==> config.mk <==
export PLATFORM = sky130hd
export DESIGN_NAME = ddr_frac_clock_divider_flat
export DESIGN_NICKNAME = d
export VERILOG_FILES = /design/src/rtl/ddr_frac_clock_divider_if.sv /design/src/rtl/ddr_frac_clock_divider.sv /design/src/flat_wrapper.sv
export SDC_FILE = /design/constraint.sdc
export NUM_CORES = 1
export LEC_CHECK = 0
export ABC_AREA = 0
export CAP_MARGIN = 20
export CORE_UTILIZATION = 44
export CTS_CLUSTER_SIZE = 14
export DETAILED_ROUTE_END_ITERATION = 8
export GPL_TIMING_DRIVEN = 0
export PLACE_DENSITY = 0.82
export SETUP_SLACK_MARGIN = 0.1
export SYNTH_ARGS = -nofsm -noshare
export SYNTH_HDL_FRONTEND = slang
export SYNTH_SLANG_ARGS = --single-unit
export TNS_END_PERCENT = 30
==> constraint.sdc <==
create_clock -name clock_in -period 2.1 [get_ports clock_in]
set_input_delay 0.21 -clock clock_in [delete_from_list [all_inputs] [get_ports clock_in]]
set_output_delay 0.21 -clock clock_in [all_outputs]
set_load 0.01 [all_outputs]
==> src/rtl/ddr_frac_clock_divider_if.sv <==
// Control and DDR output bundle for ddr_frac_clock_divider.
// The master side configures and restarts the divider; the slave side is the divider itself.
interface ddr_frac_clock_divider_if #(
  parameter int W = 4
);
  logic         enable;
  logic [W-1:0] div_a;
  logic [W-1:0] div_b;
  logic         sel_b;
  logic [W:0]   phase;
  logic         resync;
  logic         dout_rise;
  logic         dout_fall;
  logic         period_start;
  logic [W-1:0] cur_div;
  logic         div_err;

  modport master (
    output enable, div_a, div_b, sel_b, phase, resync,
    input  dout_rise, dout_fall, period_start, cur_div, div_err
  );

  modport slave (
    input  enable, div_a, div_b, sel_b, phase, resync,
    output dout_rise, dout_fall, period_start, cur_div, div_err
  );
endinterface

==> src/rtl/ddr_frac_clock_divider.sv <==
// Two-divisor clock divider producing rise/fall pairs for a DDR output register.
// Define CLKDIV_DDR_EN for half-cycle duty/phase; otherwise SDR (dout_fall == dout_rise, phase[0] ignored).
module ddr_frac_clock_divider #(
  parameter int W = 4
) (
  input logic                    clock_in,
  input logic                    reset,
  ddr_frac_clock_divider_if.slave bus
);
  localparam int CW = W + 2;

  logic [W:0]    h_q, h_d;
  logic [W-1:0]  div_q, div_d;
  logic [W-1:0]  cur_div_q, cur_div_d;
  logic          rise_q, rise_d;
  logic          fall_q, fall_d;
  logic          ps_q, ps_d;
  logic          err_q, err_d;

  logic [W-1:0]  dn_raw, dn;
  logic          dn_bad, ph_bad;
  logic [CW-1:0] ph_eff, two_dn, h_ext, d_ext, two_d, s;
  logic [W:0]    h_load;
`ifdef CLKDIV_DDR_EN
  logic [CW-1:0] h1, h1_mod;
`endif

  always_comb begin
    dn_raw = bus.sel_b ? bus.div_b : bus.div_a;
    dn_bad = dn_raw < W'(2);
    dn     = dn_bad ? W'(2) : dn_raw;
    ph_eff = CW'(bus.phase);
`ifndef CLKDIV_DDR_EN
    ph_eff[0] = 1'b0;
`endif
    two_dn = CW'(dn) << 1;
    ph_bad = ph_eff >= two_dn;
    h_load = ph_bad ? '0 : ph_eff[W:0];

    h_ext = CW'(h_q);
    d_ext = CW'(div_q);
    two_d = d_ext << 1;
    s     = h_ext + CW'(2);
`ifdef CLKDIV_DDR_EN
    // Second half of the master cycle is the next half-cycle index, modulo the period.
    h1     = h_ext + CW'(1);
    h1_mod = (h1 >= two_d) ? h1 - two_d : h1;
`endif

    h_d       = h_q;
    div_d     = div_q;
    cur_div_d = cur_div_q;
    rise_d    = rise_q;
    fall_d    = fall_q;
    ps_d      = 1'b0;
    err_d     = err_q;

    if (!reset || bus.resync) begin
      h_d       = h_load;
      div_d     = dn;
      cur_div_d = dn;
      rise_d    = 1'b0;
      fall_d    = 1'b0;
      err_d     = (reset ? err_q : 1'b0) | dn_bad | ph_bad;
    end else if (bus.enable) begin
      rise_d = h_ext >= d_ext;
`ifdef CLKDIV_DDR_EN
      fall_d = h1_mod >= d_ext;
`else
      fall_d = h_ext >= d_ext;
`endif
      ps_d      = h_ext < CW'(2);
      cur_div_d = div_q;
      // Divisor only changes at the wrap, so a period is never cut short.
      if (s >= two_d) begin
        h_d   = h_q + (W+1)'(2) - {div_q, 1'b0};
        div_d = dn;
        err_d = err_q | dn_bad;
      end else begin
        h_d = h_q + (W+1)'(2);
      end
    end
  end

  always_ff @(posedge clock_in) begin
    h_q       <= h_d;
    div_q     <= div_d;
    cur_div_q <= cur_div_d;
    rise_q    <= rise_d;
    fall_q    <= fall_d;
    ps_q      <= ps_d;
    err_q     <= err_d;
  end

  assign bus.dout_rise    = rise_q;
  assign bus.dout_fall    = fall_q;
  assign bus.period_start = ps_q;
  assign bus.cur_div      = cur_div_q;
  assign bus.div_err      = err_q;
endmodule
==> src/flat_wrapper.sv <==
// flat-port wrapper written by rule: the top's interface ports become plain ports
module ddr_frac_clock_divider_flat 
#(
  parameter int W = 4
)
  (clock_in, reset, bus_enable, bus_div_a, bus_div_b, bus_sel_b, bus_phase, bus_resync, bus_dout_rise, bus_dout_fall, bus_period_start, bus_cur_div, bus_div_err);
  ddr_frac_clock_divider_if #(.W(W)) bus_i ();
  input logic clock_in;
  input logic reset;
  input wire logic [$bits(bus_i.enable)-1:0] bus_enable;
  input wire logic [$bits(bus_i.div_a)-1:0] bus_div_a;
  input wire logic [$bits(bus_i.div_b)-1:0] bus_div_b;
  input wire logic [$bits(bus_i.sel_b)-1:0] bus_sel_b;
  input wire logic [$bits(bus_i.phase)-1:0] bus_phase;
  input wire logic [$bits(bus_i.resync)-1:0] bus_resync;
  output wire logic [$bits(bus_i.dout_rise)-1:0] bus_dout_rise;
  output wire logic [$bits(bus_i.dout_fall)-1:0] bus_dout_fall;
  output wire logic [$bits(bus_i.period_start)-1:0] bus_period_start;
  output wire logic [$bits(bus_i.cur_div)-1:0] bus_cur_div;
  output wire logic [$bits(bus_i.div_err)-1:0] bus_div_err;
  assign bus_i.enable = bus_enable;
  assign bus_i.div_a = bus_div_a;
  assign bus_i.div_b = bus_div_b;
  assign bus_i.sel_b = bus_sel_b;
  assign bus_i.phase = bus_phase;
  assign bus_i.resync = bus_resync;
  assign bus_dout_rise = bus_i.dout_rise;
  assign bus_dout_fall = bus_i.dout_fall;
  assign bus_period_start = bus_i.period_start;
  assign bus_cur_div = bus_i.cur_div;
  assign bus_div_err = bus_i.div_err;
  ddr_frac_clock_divider #(.W(W)) u_core (.clock_in(clock_in), .reset(reset), .bus(bus_i));
endmodule
==> results.json, run 1 <==
{
  "syn_area_mm2": 0.001090,
  "cts-root-buf": "clkbuf_4",
  "drc": 0,
  "synth-async-reset-ratio_pct": 0,
  "synthCells": 101,
  "wl_per_cell_um": 17.02,
  "core.rowCount": 17,
  "worstMarginPinSlew_ps": 437.4,
  "vias_per_cell": 5.626,
  "io_pins": 26,
  "vdd_ir_drop_max_mv": 0.5979,
  "run_status": "finished, violations left",
  "rsz0062_at_grt": "yes",
  "via_count": 962,
  "nets": 176,
  "clkLatencyLatePin_ps": 290,
  "die_y_um": 51.77,
  "cts_tree": "done",
  "timing.final.ws_setup_ps": -69.27,
  "tns_ps": -93.39,
  "period_share_pct": 103.3,
  "syn_nets": 133,
  "clockBufferDepth": 2,
  "cts_sinks": 15,
  "ant_nets": 0,
  "reg2reg_setup_slack_ps": -70,
  "dp_hpwl_um": 1948,
  "drv_cap": 0,
  "cp_top_family": "flip-flops",
  "cp_cell_sequence": "ha_2, xor2_2, ha_4, a21o_1, a31oi_2, xnor2_1, mux2i_2, o2bb2ai_1",
  "required_ps": 2140,
  "ys.flop_type": "edfxtp_1",
  "leakagePower_nw": 0.7062,
  "drt_iter0_markers": 23,
  "worstPathArrival_ps": 2210,
  "power_density_mw_per_mm2": 909.0,
  "finClkSkew_ps": 3.560,
  "critical_path_buf_inv_count": 0,
  "portBuffers": 23,
  "setup_viol": 2,
  "synth_edf_count": 13,
  "dieWidth_um": 51.77,
  "timing.fmax_mhz": 461.0,
  "slowest_stage": "edfxtp_1",
  "start_util_pct": 47.88,
  "hold_path.class": "in -> reg",
  "grt_use_total_pct": 22.26,
  "critical_path.max_stage_delay_ps": 490,
  "clk_pin_slew_ps": 90,
  "htreeDepth": 1,
  "path_max_fanout": 4,
  "synth_seq_cells": 15,
  "gp_congestion": 0.8038,
  "cp-start-kind": "flip-flop",
  "cts_made_buffers": 3,
  "synthToLayoutAreaGrowth_pct": 52.12,
  "drive_gt1_share_pct": 36.36,
  "cp-end-kind": "flip-flop",
  "finalHoldViolations": 0,
  "maxSlewHeadroom_pct": 70.01,
  "grt_max_degree": 10,
  "drtPass1Iterations": 4,
  "antenna_cells": 0,
  "dieArea_mm2": 0.002680,
  "antenna_found_initial": 0,
  "ys_warn_count": 0,
  "drv_slew": 0,
  "place_ws_ps": -478.6,
  "ys_seq_area_share_pct": 39.49,
  "violations": "negative setup slack",
  "min_period_ps": 2169,
  "grt_pass1_vias": 947,
  "core_area_mm2": 0.002276,
  "routed_wl_um": 2910,
  "cts.hold.buffers_added": 0,
  "synth.avg_cell_area_um2": 10.79,
  "grt.overflow.total": 0,
  "synthDistinctLibCells": 33,
  "path_class": "reg -> reg",
  "grt_pass1_wl_um": 4174
}
through the flow:
step	cell area, um^2	std cells	total power (W)	utilization, %	hold slack (ps)
final	1658	171	0.001507	72.84	342.3
after floorplan	1127	101	0.0008591	-	310.4
after CTS	1549	166	0.001373	68.06	327.7
after global routing	1658	171	0.001585	72.84	363.8
after detailed placement	1393	152	0.001043	61.19	518.0
after global placement	1393	152	0.001000	61.19	526.3
registers in the layout, indices dropped and copies added, names as in the netlist:
register and flops:
u_core.bus.dout_rise 1, u_core.bus.div_err 1, u_core.div_q 4, u_core.bus.cur_div 4
u_core.h_q 4, u_core.bus.period_start 1
routing by layer:
metal | share of wire [%] | up-vias | global-route usage, %
met5 | 0 | - | 0
met4 | 3.2 | 0 | 9.910
met3 | 6.8 | 12 | 6.140
met2 | 52 | 48 | 39.39
met1 | 38 | 455 | 24.63
li1 | - | 447 | -
worst register-to-register path, delay by kind of cell (launching register included):
family	cells	cell delay, ps
flops	1	490
fa+ha+maj	2	480
mux	1	210
compound gates	3	420
xor+xnor	2	330
layout by cell type, fill, tap and decap left out, types with 3 or more instances in the layout:
cell	instances
mux2i_1	5
ha_4	5
nand2b_1	3
clkdlybuf4s50_1	15
clkbuf_4	3
inv_1	10
mux2i_2	3
ha_1	7
nor2_1	4
edfxtp_1	13
a21oi_1	3
nand2_1	3
dlygate4sd2_1	5
buf_4	15
o21ai_0	3
worst paths after layout:
check,start,end,cells after the start
worst min-delay path,bus_sel_b,u_core.div_q[3]$_DFFE_PP_,3
worst max register to register,u_core.h_q[2]$_DFFE_PP_,u_core.h_q[4]$_DFFE_PP_,8
worst max-delay path,u_core.h_q[2]$_DFFE_PP_,u_core.h_q[4]$_DFFE_PP_,8
worst min register to register,u_core.bus.dout_rise$_SDFFE_PN0P_,u_core.bus.dout_rise$_SDFFE_PN0P_,2
Yosys cell counts, drive strengths merged, types with 2 or more instances:
| cell | count | area share (%) |
|---|---|---|
| buf | 3 | 1.6 |
| a31oi | 3 | 1.7 |
| nand2b | 4 | 3.0 |
| inv | 11 | 3.8 |
| o21ai | 5 | 2.6 |
| edfxtp | 13 | 36 |
| ha | 13 | 15 |
| xor2 | 2 | 1.6 |
| nor2b | 3 | 1.7 |
| xnor2 | 2 | 1.6 |
| a21oi | 5 | 2.6 |
| o2bb2ai | 3 | 2.4 |
| dfxtp | 2 | 3.7 |
| nand2 | 5 | 1.7 |
| nor2 | 7 | 2.6 |
| mux2i | 8 | 7.3 |
timing repair:
action                                  CTS  global route
resized for setup                        14            17
buffers inserted                         10             5
endpoints found under the setup margin   10            10
pin swaps                                 9            11
power by group:
group / internal [W] / switching [W]
combinational: 0.000493 / 0.000408
sequential: 0.000389 / 0.0000532
clock: 0.0000708 / 0.0000929
cells by family after synthesis:
kind of cell	count (synthesis)	synth area share, %
XOR/XNOR	4	3.215
multiplexers	8	7.348
AO/OA/AOI/OAI	23	16.88
buffers and inverters	15	5.741
adder cells (fa/ha/maj)	14	16.76
flip-flops	15	39.49
AND/OR/NAND/NOR	22	10.56
final cells by class:
type | instances | area, um^2
buffer | 4 | 36.28
multi-input combinational | 71 | 747.0
clock inverter | 1 | 5.005
clock buffer | 3 | 22.52
inverter | 11 | 41.29
tap | 28 | 35.03
fill | 151 | 618.1
timing repair buffer | 38 | 340.3
sequential | 15 | 430.4
Power figures use the tool's default switching activity.
==> inputs of run 2 (changes only) <==
--- a/config.mk
+++ b/config.mk
@@ -12,6 +12,7 @@
 export DETAILED_ROUTE_END_ITERATION = 8
 export GPL_TIMING_DRIVEN = 0
 export PLACE_DENSITY = 0.82
+export RECOVER_POWER = 50
 export SETUP_SLACK_MARGIN = 0.1
 export SYNTH_ARGS = -nofsm -noshare
 export SYNTH_HDL_FRONTEND = slang
==> run 2 against run 1 <==
Compared with the run above: the run still ends with negative setup slack left; cell count unchanged; clock skew decreased by 1.1 ps; hold slack got worse by 4.4 ps; design area decreased by 0.75%; first-iteration DRC count increased by 17%; total power decreased by 0.52%; sequential power about the same; global-route usage unchanged; critical path depth unchanged; sequential share of layout area increased by 0.20 points; combinational power decreased by 0.7%; setup slack improved by 2.6 ps.
==> results.json, run 2 (synthesis gave the netlist of run 1 again) <==
{
  "portBuffers": 23,
  "dp_hpwl_um": 1948,
  "synthToLayoutAreaGrowth_pct": 50.98,
  "htreeDepth": 1,
  "rsz0062_at_grt": "yes",
  "wl_per_cell_um": 16.89,
  "violations": "negative setup slack",
  "timing.fmax_mhz": 461.5,
  "period_share_pct": 103.2,
  "setup_viol": 3,
  "power_density_mw_per_mm2": 911.2,
  "tns_ps": -104.4,
  "antenna_cells": 0,
  "drv_cap": 0,
  "routed_wl_um": 2889,
  "io_pins": 26,
  "ant_nets": 0,
  "vias_per_cell": 5.643,
  "cp-start-kind": "flip-flop",
  "multiInputGateArea_um2": 735.7,
  "dieArea_mm2": 0.002680,
  "via_count": 965,
  "drtPass1Iterations": 4,
  "run_status": "finished, violations left",
  "hp-start": "bus_sel_b",
  "start_util_pct": 47.88,
  "final_common_cell": "buf_4",
  "min_period_ps": 2167,
  "core.rowCount": 17,
  "grt_max_degree": 10,
  "clkLatencyLatePin_ps": 280,
  "gp_congestion": 0.8038,
  "required_ps": 2140,
  "timing.final.ws_setup_ps": -66.69,
  "cts.hold.buffers_added": 0,
  "grt_pass1_wl_um": 4174,
  "dieWidth_um": 51.77,
  "finClkSkew_ps": 2.477,
  "fin_area_mm2": 0.001645,
  "r2r-start": "u_core.h_q[2]$_DFFE_PP_",
  "leakagePower_nw": 0.7042,
  "clockBufferDepth": 2,
  "antenna_found_initial": 0,
  "grt_pass1_vias": 947,
  "cts-root-buf": "clkbuf_4",
  "cp-end-kind": "flip-flop",
  "place_inst": 152,
  "core_area_mm2": 0.002276,
  "drt_iter0_markers": 27,
  "vdd_ir_drop_max_mv": 0.6002,
  "layout.cells.non_filler": 171,
  "regArea_um2": 430.4,
  "path_max_fanout": 4,
  "cts_tree": "done",
  "maxSlewHeadroom_pct": 67.79,
  "startpoint": "u_core.h_q[2]$_DFFE_PP_",
  "cts_sinks": 15,
  "reg2regPathDepth": 8,
  "worstPathArrival_ps": 2200,
  "grt_use_total_pct": 22.26,
  "nFillCells": 154,
  "worstMarginPinSlew_ps": 483.2,
  "nets": 176,
  "finalHoldViolations": 0,
  "cts_made_buffers": 3,
  "drv_slew": 0,
  "postPlaceCellArea_mm2": 0.001393,
  "drc": 0,
  "path_class": "reg -> reg",
  "die_y_um": 51.77,
  "grt.overflow.total": 0,
  "drive_gt1_share_pct": 34.27,
  "hold_path.class": "in -> reg",
  "clk_pin_slew_ps": 90,
  "final_cell_mix": "15 x buf_4, 13 x edfxtp_1, 10 x inv_1",
  "holdPathStages": 3
}
## run 2: metrics by stage
step | hold WS (ps) | setup WS, ps | total power, W | utilization, %
after detailed placement | 518.0 | -478.6 | 0.001043 | 61.19
after floorplan | 310.4 | 63.52 | 0.0008591 | -
after global placement | 526.3 | -394.4 | 0.001000 | 61.19
after global routing | 361.2 | -101.0 | 0.001574 | 72.29
after CTS | 327.7 | 1.362 | 0.001373 | 68.06
final | 337.8 | -66.69 | 0.001499 | 72.29
## run 2: final timing paths
| check | to | slack [ps] |
|---|---|---|
| min | u_core.div_q[3]$_DFFE_PP_ | 340 |
| max | u_core.h_q[4]$_DFFE_PP_ | -70 |
| max reg2reg | u_core.h_q[4]$_DFFE_PP_ | -70 |
| min reg2reg | u_core.bus.dout_rise$_SDFFE_PN0P_ | 570 |
## run 2: cell type report
cell class                 count  share of cell area [%]
buffer                         4                   2.129
clock buffer                   3                   1.369
clock inverter                 1                  0.3042
inverter                      11                   2.510
multi-input combinational     71                   44.71
sequential                    15                   26.16
tap                           28                   2.129
timing repair buffer          38                   20.68
## run 2: per-layer routing
layer  wire length [um]  global-route usage [%]
met1               1146                   24.63
met3                159                   6.140
met4                116                   9.910
met5                  0                       0
met2               1466                   39.39
## run 2: power by group
group	switching (W)	internal, W
Clock	0.0000923	0.0000708
Sequential	0.0000520	0.000389
Combinational	0.000409	0.000486
Total	0.000554	0.000946
## run 2: what timing repair did
action	in CTS	in global routing
setup buffers	10	5
endpoints found under the setup margin	10	10
pin swaps	9	11
gates resized for setup	14	17
## run 2: worst max-delay path, cell delays in order (launching register included)
cell	delay, ps
edfxtp_1	490
ha_2	240
xor2_2	210
ha_4	240
a21o_1	160
a31oi_2	160
xnor2_1	110
mux2i_2	200
o2bb2ai_1	100
==> inputs of run 3 (changes only) <==
--- a/config.mk
+++ b/config.mk
@@ -8,7 +8,7 @@
 export ABC_AREA = 0
 export CAP_MARGIN = 20
 export CORE_UTILIZATION = 44
-export CTS_CLUSTER_SIZE = 14
+export CTS_CLUSTER_SIZE = 24
 export DETAILED_ROUTE_END_ITERATION = 8
 export GPL_TIMING_DRIVEN = 0
 export PLACE_DENSITY = 0.82
==> results of run 3 <==
Same layout as run 2: the final DEF is identical, and so are final timing and power.
